`src/rtl/obi_sram_adapter_pkg.sv`:
```
// Shared types and constants for the OBI-to-SRAM adapter.
package obi_sram_adapter_pkg;

  // Cycles from SRAM enable to valid read data; the adapter tracks exactly one in-flight access.
  localparam int unsigned SramReadLatency = 1;

  // One buffered response word (reads carry SRAM data, writes carry zero).
  typedef struct packed {
    logic [31:0] rdata;
  } resp_t;

  // Bank initialisation state (used only when zero-init is enabled).
  typedef enum logic {
    INIT  = 1'b0,
    READY = 1'b1
  } init_state_e;

endpackage

```
`src/rtl/obi_sram_resp_fifo.sv`:
```
// Fall-through response FIFO: the head entry is visible on o_data whenever o_empty is low.
// A push is accepted when full only if a pop happens in the same cycle.
module obi_sram_resp_fifo
  import obi_sram_adapter_pkg::*;
#(
  parameter  int unsigned Depth = 2,
  localparam int unsigned CntW  = $clog2(Depth + 1),
  localparam int unsigned PtrW  = (Depth > 1) ? $clog2(Depth) : 1
) (
  input  logic            i_clk,
  input  logic            i_rst,
  input  logic            i_push,
  input  resp_t           i_data,
  input  logic            i_pop,
  output resp_t           o_data,
  output logic [CntW-1:0] o_count,
  output logic            o_full,
  output logic            o_empty
);

  resp_t           r_mem [Depth];
  logic [PtrW-1:0] r_wr_ptr;
  logic [PtrW-1:0] r_rd_ptr;
  logic [CntW-1:0] r_count;
  logic            w_do_push;
  logic            w_do_pop;

  // Pointers wrap at Depth so non-power-of-two depths work.
  function automatic logic [PtrW-1:0] ptr_inc(input logic [PtrW-1:0] p);
    return (p == PtrW'(Depth - 1)) ? '0 : p + PtrW'(1);
  endfunction

  assign o_empty   = (r_count == '0);
  assign o_full    = (r_count == CntW'(Depth));
  assign o_count   = r_count;
  assign o_data    = r_mem[r_rd_ptr];
  assign w_do_pop  = i_pop & ~o_empty;
  assign w_do_push = i_push & (~o_full | w_do_pop);

  // Pointer and occupancy bookkeeping.
  always_ff @(posedge i_clk) begin
    if (i_rst) begin
      r_wr_ptr <= '0;
      r_rd_ptr <= '0;
      r_count  <= '0;
    end else begin
      if (w_do_push) r_wr_ptr <= ptr_inc(r_wr_ptr);
      if (w_do_pop)  r_rd_ptr <= ptr_inc(r_rd_ptr);
      if (w_do_push & ~w_do_pop)      r_count <= r_count + CntW'(1);
      else if (w_do_pop & ~w_do_push) r_count <= r_count - CntW'(1);
    end
  end

  // Storage array; contents need no reset because occupancy gates visibility.
  always_ff @(posedge i_clk) begin
    if (w_do_push) r_mem[r_wr_ptr] <= i_data;
  end

endmodule

```
`src/rtl/obi_sram_adapter.sv`:
```
// OBI slave to single-port SRAM bridge with a 1-cycle read latency and a
// fall-through response buffer so the master can stall with rready_i.
// Optional feature macro: SRAM_ZERO_INIT_EN -- when defined, the bank is
// written with zeros after every reset before any grant is given.
module obi_sram_adapter
  import obi_sram_adapter_pkg::*;
#(
  parameter  int unsigned NumWords  = 8192,
  parameter  int unsigned RespDepth = 2,
  localparam int unsigned AddrWidth = (NumWords > 1) ? $clog2(NumWords) : 1
) (
  input  logic                 clk_i,
  input  logic                 rst_i,
  input  logic                 req_i,
  output logic                 gnt_o,
  input  logic [31:0]          addr_i,
  input  logic                 we_i,
  input  logic [3:0]           be_i,
  input  logic [31:0]          wdata_i,
  output logic                 rvalid_o,
  input  logic                 rready_i,
  output logic [31:0]          rdata_o,
  output logic                 sram_req_o,
  output logic                 sram_we_o,
  output logic [AddrWidth-1:0] sram_addr_o,
  output logic [31:0]          sram_wdata_o,
  output logic [3:0]           sram_be_o,
  input  logic [31:0]          sram_rdata_i,
  output logic                 init_done_o
);

  localparam int unsigned CntW = $clog2(RespDepth + 1);
  localparam int unsigned OccW = CntW + 1;

  // Handshakes: a request is accepted in any cycle where req_i & gnt_o; its
  // response appears SramReadLatency cycles later and is held (rvalid_o high,
  // rdata_o stable) until the cycle where rvalid_o & rready_i.
  logic            r_inflight;
  logic            r_inflight_we;
  logic            w_gnt;
  logic            w_rvalid;
  logic            w_consume;
  logic            w_push;
  logic            w_pop;
  logic            w_fifo_empty;
  logic            w_unused_fifo_full;
  logic [CntW-1:0] w_fifo_count;
  logic [OccW-1:0] w_occ;
  resp_t           w_resp;
  resp_t           w_head;
  logic            w_init_done;
  logic            w_init_active;
  logic [AddrWidth-1:0] w_init_addr;
  init_state_e     w_dbg_state;

`ifdef SRAM_ZERO_INIT_EN
  init_state_e          r_state;
  init_state_e          w_state_nxt;
  logic [AddrWidth-1:0] r_init_cnt;

  // Init state register and zero-fill address counter.
  always_ff @(posedge clk_i) begin
    if (rst_i) begin
      r_state    <= INIT;
      r_init_cnt <= '0;
    end else begin
      r_state <= w_state_nxt;
      if (r_state == INIT) r_init_cnt <= r_init_cnt + AddrWidth'(1);
    end
  end

  // Leave INIT once the last word of the bank has been written.
  always_comb begin
    w_state_nxt = r_state;
    if ((r_state == INIT) && (r_init_cnt == AddrWidth'(NumWords - 1))) w_state_nxt = READY;
  end

  assign w_dbg_state   = r_state;
  assign w_init_active = ~rst_i & (r_state == INIT);
  assign w_init_addr   = r_init_cnt;
`else
  assign w_dbg_state   = READY;
  assign w_init_active = 1'b0;
  assign w_init_addr   = '0;
`endif

  assign w_init_done = (w_dbg_state == READY);
  assign init_done_o = w_init_done;

  // Response side: FIFO head has priority, else the in-flight response falls through.
  assign w_resp.rdata = r_inflight_we ? 32'h0 : sram_rdata_i;
  assign w_rvalid     = ~rst_i & (~w_fifo_empty | r_inflight);
  assign w_consume    = w_rvalid & rready_i;
  assign w_pop        = w_consume & ~w_fifo_empty;
  assign w_push       = ~rst_i & r_inflight & (~w_fifo_empty | ~rready_i);
  assign rvalid_o     = w_rvalid;
  assign rdata_o      = ~w_rvalid    ? 32'h0 :
                        w_fifo_empty ? w_resp.rdata : w_head.rdata;

  // Occupancy after this edge counts a response consumed this cycle as freed,
  // so a full buffer can pop and grant in the same cycle.
  assign w_occ = OccW'(w_fifo_count) + OccW'(r_inflight) - OccW'(w_consume);
  assign w_gnt = ~rst_i & req_i & w_init_done & (w_occ < OccW'(RespDepth));
  assign gnt_o = w_gnt;

  // Record the granted access so its response can be formed next cycle.
  always_ff @(posedge clk_i) begin
    if (rst_i) begin
      r_inflight    <= 1'b0;
      r_inflight_we <= 1'b0;
    end else begin
      r_inflight    <= w_gnt;
      r_inflight_we <= w_gnt & we_i;
    end
  end

  // SRAM port: pass-through of the granted request, overridden by zero-fill.
  always_comb begin
    sram_req_o   = w_gnt;
    sram_we_o    = we_i;
    sram_addr_o  = addr_i[AddrWidth+1:2];
    sram_wdata_o = wdata_i;
    sram_be_o    = be_i;
    if (w_init_active) begin
      sram_req_o   = 1'b1;
      sram_we_o    = 1'b1;
      sram_addr_o  = w_init_addr;
      sram_wdata_o = 32'h0;
      sram_be_o    = 4'hF;
    end
  end

  // Byte offset and bits above the bank size carry no meaning here.
  generate
    if (AddrWidth < 30) begin : g_unused_addr
      logic w_unused_addr;
      assign w_unused_addr = ^{addr_i[31:AddrWidth+2], addr_i[1:0]};
    end else begin : g_unused_addr_lo
      logic w_unused_addr;
      assign w_unused_addr = ^addr_i[1:0];
    end
  endgenerate

  obi_sram_resp_fifo #(
    .Depth (RespDepth)
  ) u_fifo (
    .i_clk   (clk_i),
    .i_rst   (rst_i),
    .i_push  (w_push),
    .i_data  (w_resp),
    .i_pop   (w_pop),
    .o_data  (w_head),
    .o_count (w_fifo_count),
    .o_full  (w_unused_fifo_full),
    .o_empty (w_fifo_empty)
  );

endmodule
```
`config.mk`:
```
export PLATFORM = sky130hd
export DESIGN_NAME = obi_sram_adapter
export DESIGN_NICKNAME = d
export VERILOG_FILES = /design/src/rtl/obi_sram_adapter_pkg.sv /design/src/rtl/obi_sram_resp_fifo.sv /design/src/rtl/obi_sram_adapter.sv
export SDC_FILE = /design/constraint.sdc
export NUM_CORES = 1
export LEC_CHECK = 0
export CAP_MARGIN = 10
export CORE_MARGIN = 2
export CORE_UTILIZATION = 35
export DETAILED_ROUTE_END_ITERATION = 16
export PLACE_DENSITY = 0.75
export REMOVE_ABC_BUFFERS = 1
export SLEW_MARGIN = 20
export SYNTH_ARGS = -nofsm -noshare
export SYNTH_HDL_FRONTEND = slang
export SYNTH_SLANG_ARGS = --single-unit
```
`constraint.sdc`:
```
create_clock -name clk_i -period 2.7 [get_ports clk_i]
set_input_delay 0.27 -clock clk_i [delete_from_list [all_inputs] [get_ports clk_i]]
set_output_delay 0.27 -clock clk_i [all_outputs]
set_load 0.005 [all_outputs]
```
==> results.md <==
* Status: finished with violations
* Failing checks: setup timing
* CTS tree: yes
* Max VDD drop at 0.0005338 V
* Clock skew at 0.01052 ns
* Vias at 2339
* Hold Buf Count CTS at 0
* Worst slew pin tran at 0.6257 ns
* Initial antenna violation count at 0
* Initial drt markers at 89
* Asr flop ratio synth at 0%
* Cts bufs inserted at 9
* Ranking of synthesized cells by area: edfxtp_1 51%, buf_4 11%, mux2i_1 7.7%, nor2b_1 5.5%, a211oi_1 5.2%
* Setup total negative slack at -0.006688 ns
* Final setup margin at -0.003588 ns
* Fillers at 998
* Fin nets at 451
* Post-synth EDFFs at 64
* Leakage at 1.484 nW
* Crit Path Max Fanout at 3
* DR pass1 iterations at 4
* Horiz. Die Dim at 107.8 um
* Die height at 107.8 um
* Synth Area per Inst at 11.96 sq um
* Vias/cell at 4.833
* CTS Sinks at 71
* Smallest hold slack at 0.5176 ns
* Yosys cell types at 34
* Largest family of logic cells by synthesized area: buffers and inverters
* Worst-Skew Late Latency at 0.35 ns
* Synth Cell Area at 0.003769 sq mm
* Post-synthesis xor/xnor area fraction at 1.162%
* Synth Area in Compound Gates at 7.935%
* Tmin final at 2.704 ns
* WL per Instance at 19.22 um
* Vias in the first global route at 2304
* Yosys top cell area share at 51.00%
* CTS root buf: clkbuf_8
* WP data arrival at 2.43 ns
* Startpoint types: flop
* Largest net degree at the start of global routing at 63
* Global-route wire length before repair at 13480 um
* Hpwl dp at 6842 um
* Global Route Usage Sum at 16.24%
* Share of cells above drive strength 1 at 13.51%
* Number of H-tree levels at 3
* IO Count at 191
* GPL Wtd Cong at 0.7226
* Max-slew headroom at 58.29%
* Adder-cell share of the synthesized area at 1.195%
* Max Fclk at 369.9 MHz
* Die area at 0.01161 sq mm
* Initial Util at 36.34%
* DRC errors left at 0
* Pwr Density at 671.0 mW/mm^2
* WP data required at 2.43 ns
* Row Count at 37
* Clock-pin slew on the worst setup and hold paths at 0.07 ns
* DRT Wirelength at 9302 um
* Final ANT Viol Nets at 0
* CP Class: reg -> out
* # Max-Cap Violations at 0
* Hold Path Class: reg -> reg
* Synthesis Warnings at 0
* PortBufs at 72
* Global route overflow at 0
* RSZ-0062 raised after global routing: true
* Utilization after layout at 43.01%
* Top cell type by total area after synthesis: edfxtp_1
* Syn Inst Count at 315
* Synthesized flop and latch total at 71
* Count of final setup violators at 2
* Top FF cell, synth: edfxtp_1
* Post-synth top cells: 64 x edfxtp_1, 55 x buf_4, 36 x nor2_1
* Worst Setup End Kind: primary output
* CTS Buffer Depth at 2
* Number of diodes at 0
* Post-Synth Simple-Gate Area at 11.39%
* Register area share after synthesis at 54.71%
* Final Slew Violations at 0
* Post-synthesis mux area share at 8.599%
* Final Hold Fails at 0
* Most common cell in the synthesized netlist: edfxtp_1
* Core area at 0.01037 sq mm
* Area Growth Syn to Fin at 18.36%
* Crit share post-route at 100.1%
==> state kept, by name (all words and copies together) (netlist names), named ones only <==
name and count:
r_inflight_we 1, u_fifo.r_rd_ptr 1, u_fifo.r_wr_ptr 1, u_fifo.r_mem 64
u_fifo.o_count 2, r_inflight 1
==> critical path, stage by stage, from the launching register on <==
cell	delay (ns)
dfxtp_2	0.32
or2_4	0.26
o21ai_4	0.14
nor2_2	0.04
ha_1	0.26
nand2b_4	0.14
fa_1	0.50
nand2_2	0.08
nor3_4	0.20
buf_2	0.14
==> routing by layer <==
| layer | track usage (%) | part of all wire (%) | vias up | wire [um] |
|---|---|---|---|---|
| met5 | 5.714 | 0.44 | - | 41 |
| met4 | 5.769 | 1.2 | 2 | 111 |
| met3 | 12.95 | 17 | 14 | 1597 |
| met2 | 21.43 | 40 | 132 | 3759 |
| met1 | 19.13 | 41 | 1081 | 3793 |
| li1 | - | - | 1110 | - |
==> report_power, final <==
| part | switching [mW] | internal [mW] |
|---|---|---|
| Sequential | 0.0251 | 1.28 |
| Combinational | 0.482 | 0.427 |
| Clock | 0.363 | 0.414 |
| Total | 0.870 | 2.12 |
==> timing repair <==
item	4_1_cts	5_1_grt
pin swaps	2	1
gates resized for setup	11	4
setup endpoints to repair	2	11
cloned	0	0
setup buffers	1	0
==> layout by cell type (no fill, tap or decap), types with 4 or more instances in the layout <==
cell type	count
clkdlybuf4s50_1	70
nand2_1	4
nand3_1	4
dfxtp_1	5
mux2i_1	29
buf_4	17
xor2_1	4
nor2_1	33
a211oi_1	26
a21oi_1	4
inv_1	6
clkbuf_8	9
edfxtp_1	64
nor2b_1	33
==> final timing paths <==
path,start,endpoint,slack [ns],depth (start not counted)
max,u_fifo.o_count[1]$_SDFFE_PP0P_,sram_req_o,-0.004,9
min,u_fifo.r_rd_ptr$_SDFFE_PP0P_,flop,0.52,2
max reg2reg,u_fifo.o_count[1]$_SDFFE_PP0P_,r_inflight_we$_SDFF_PP0_,0.51,9
min reg2reg,u_fifo.r_rd_ptr$_SDFFE_PP0P_,flop,0.52,2
==> through the flow <==
step | cells | instance area (sq um) | total power [mW] | worst slack (ns)
2_1_floorplan | 243 | 3229 | 1.815 | -0.9798
4_1_cts | 484 | 4448 | 3.028 | -0.02277
3_3_place_gp | 467 | 4257 | 2.205 | -0.2614
3_5_place_dp | 467 | 4257 | 2.229 | -0.3362
5_1_grt | 484 | 4461 | 3.161 | -0.1029
6_report | 484 | 4461 | 2.993 | -0.003588
==> cell families after synthesis <==
kind of cell	count (synthesis)
buffers and inverters	78
xor gates and xnor gates	5
muxes	32
AOI/OAI and AO/OA	39
and+or+nand+nor	86
adders and majority gates	3
DFF	71
other	1
==> area by class of cell <==
| class | instances | area [sq um] | area share [%] |
|---|---|---|---|
| sequential | 71 | 2064 | 46.28 |
| multi-input combinational | 166 | 1186 | 26.59 |
| timing repair buffer | 89 | 838.3 | 18.79 |
| tap | 136 | 170.2 | 3.815 |
| clock buffer | 10 | 127.6 | 2.861 |
| clock inverter | 6 | 51.30 | 1.150 |
| inverter | 6 | 22.52 | 0.5049 |
No activity file was read; power rests on OpenSTA's default activity.
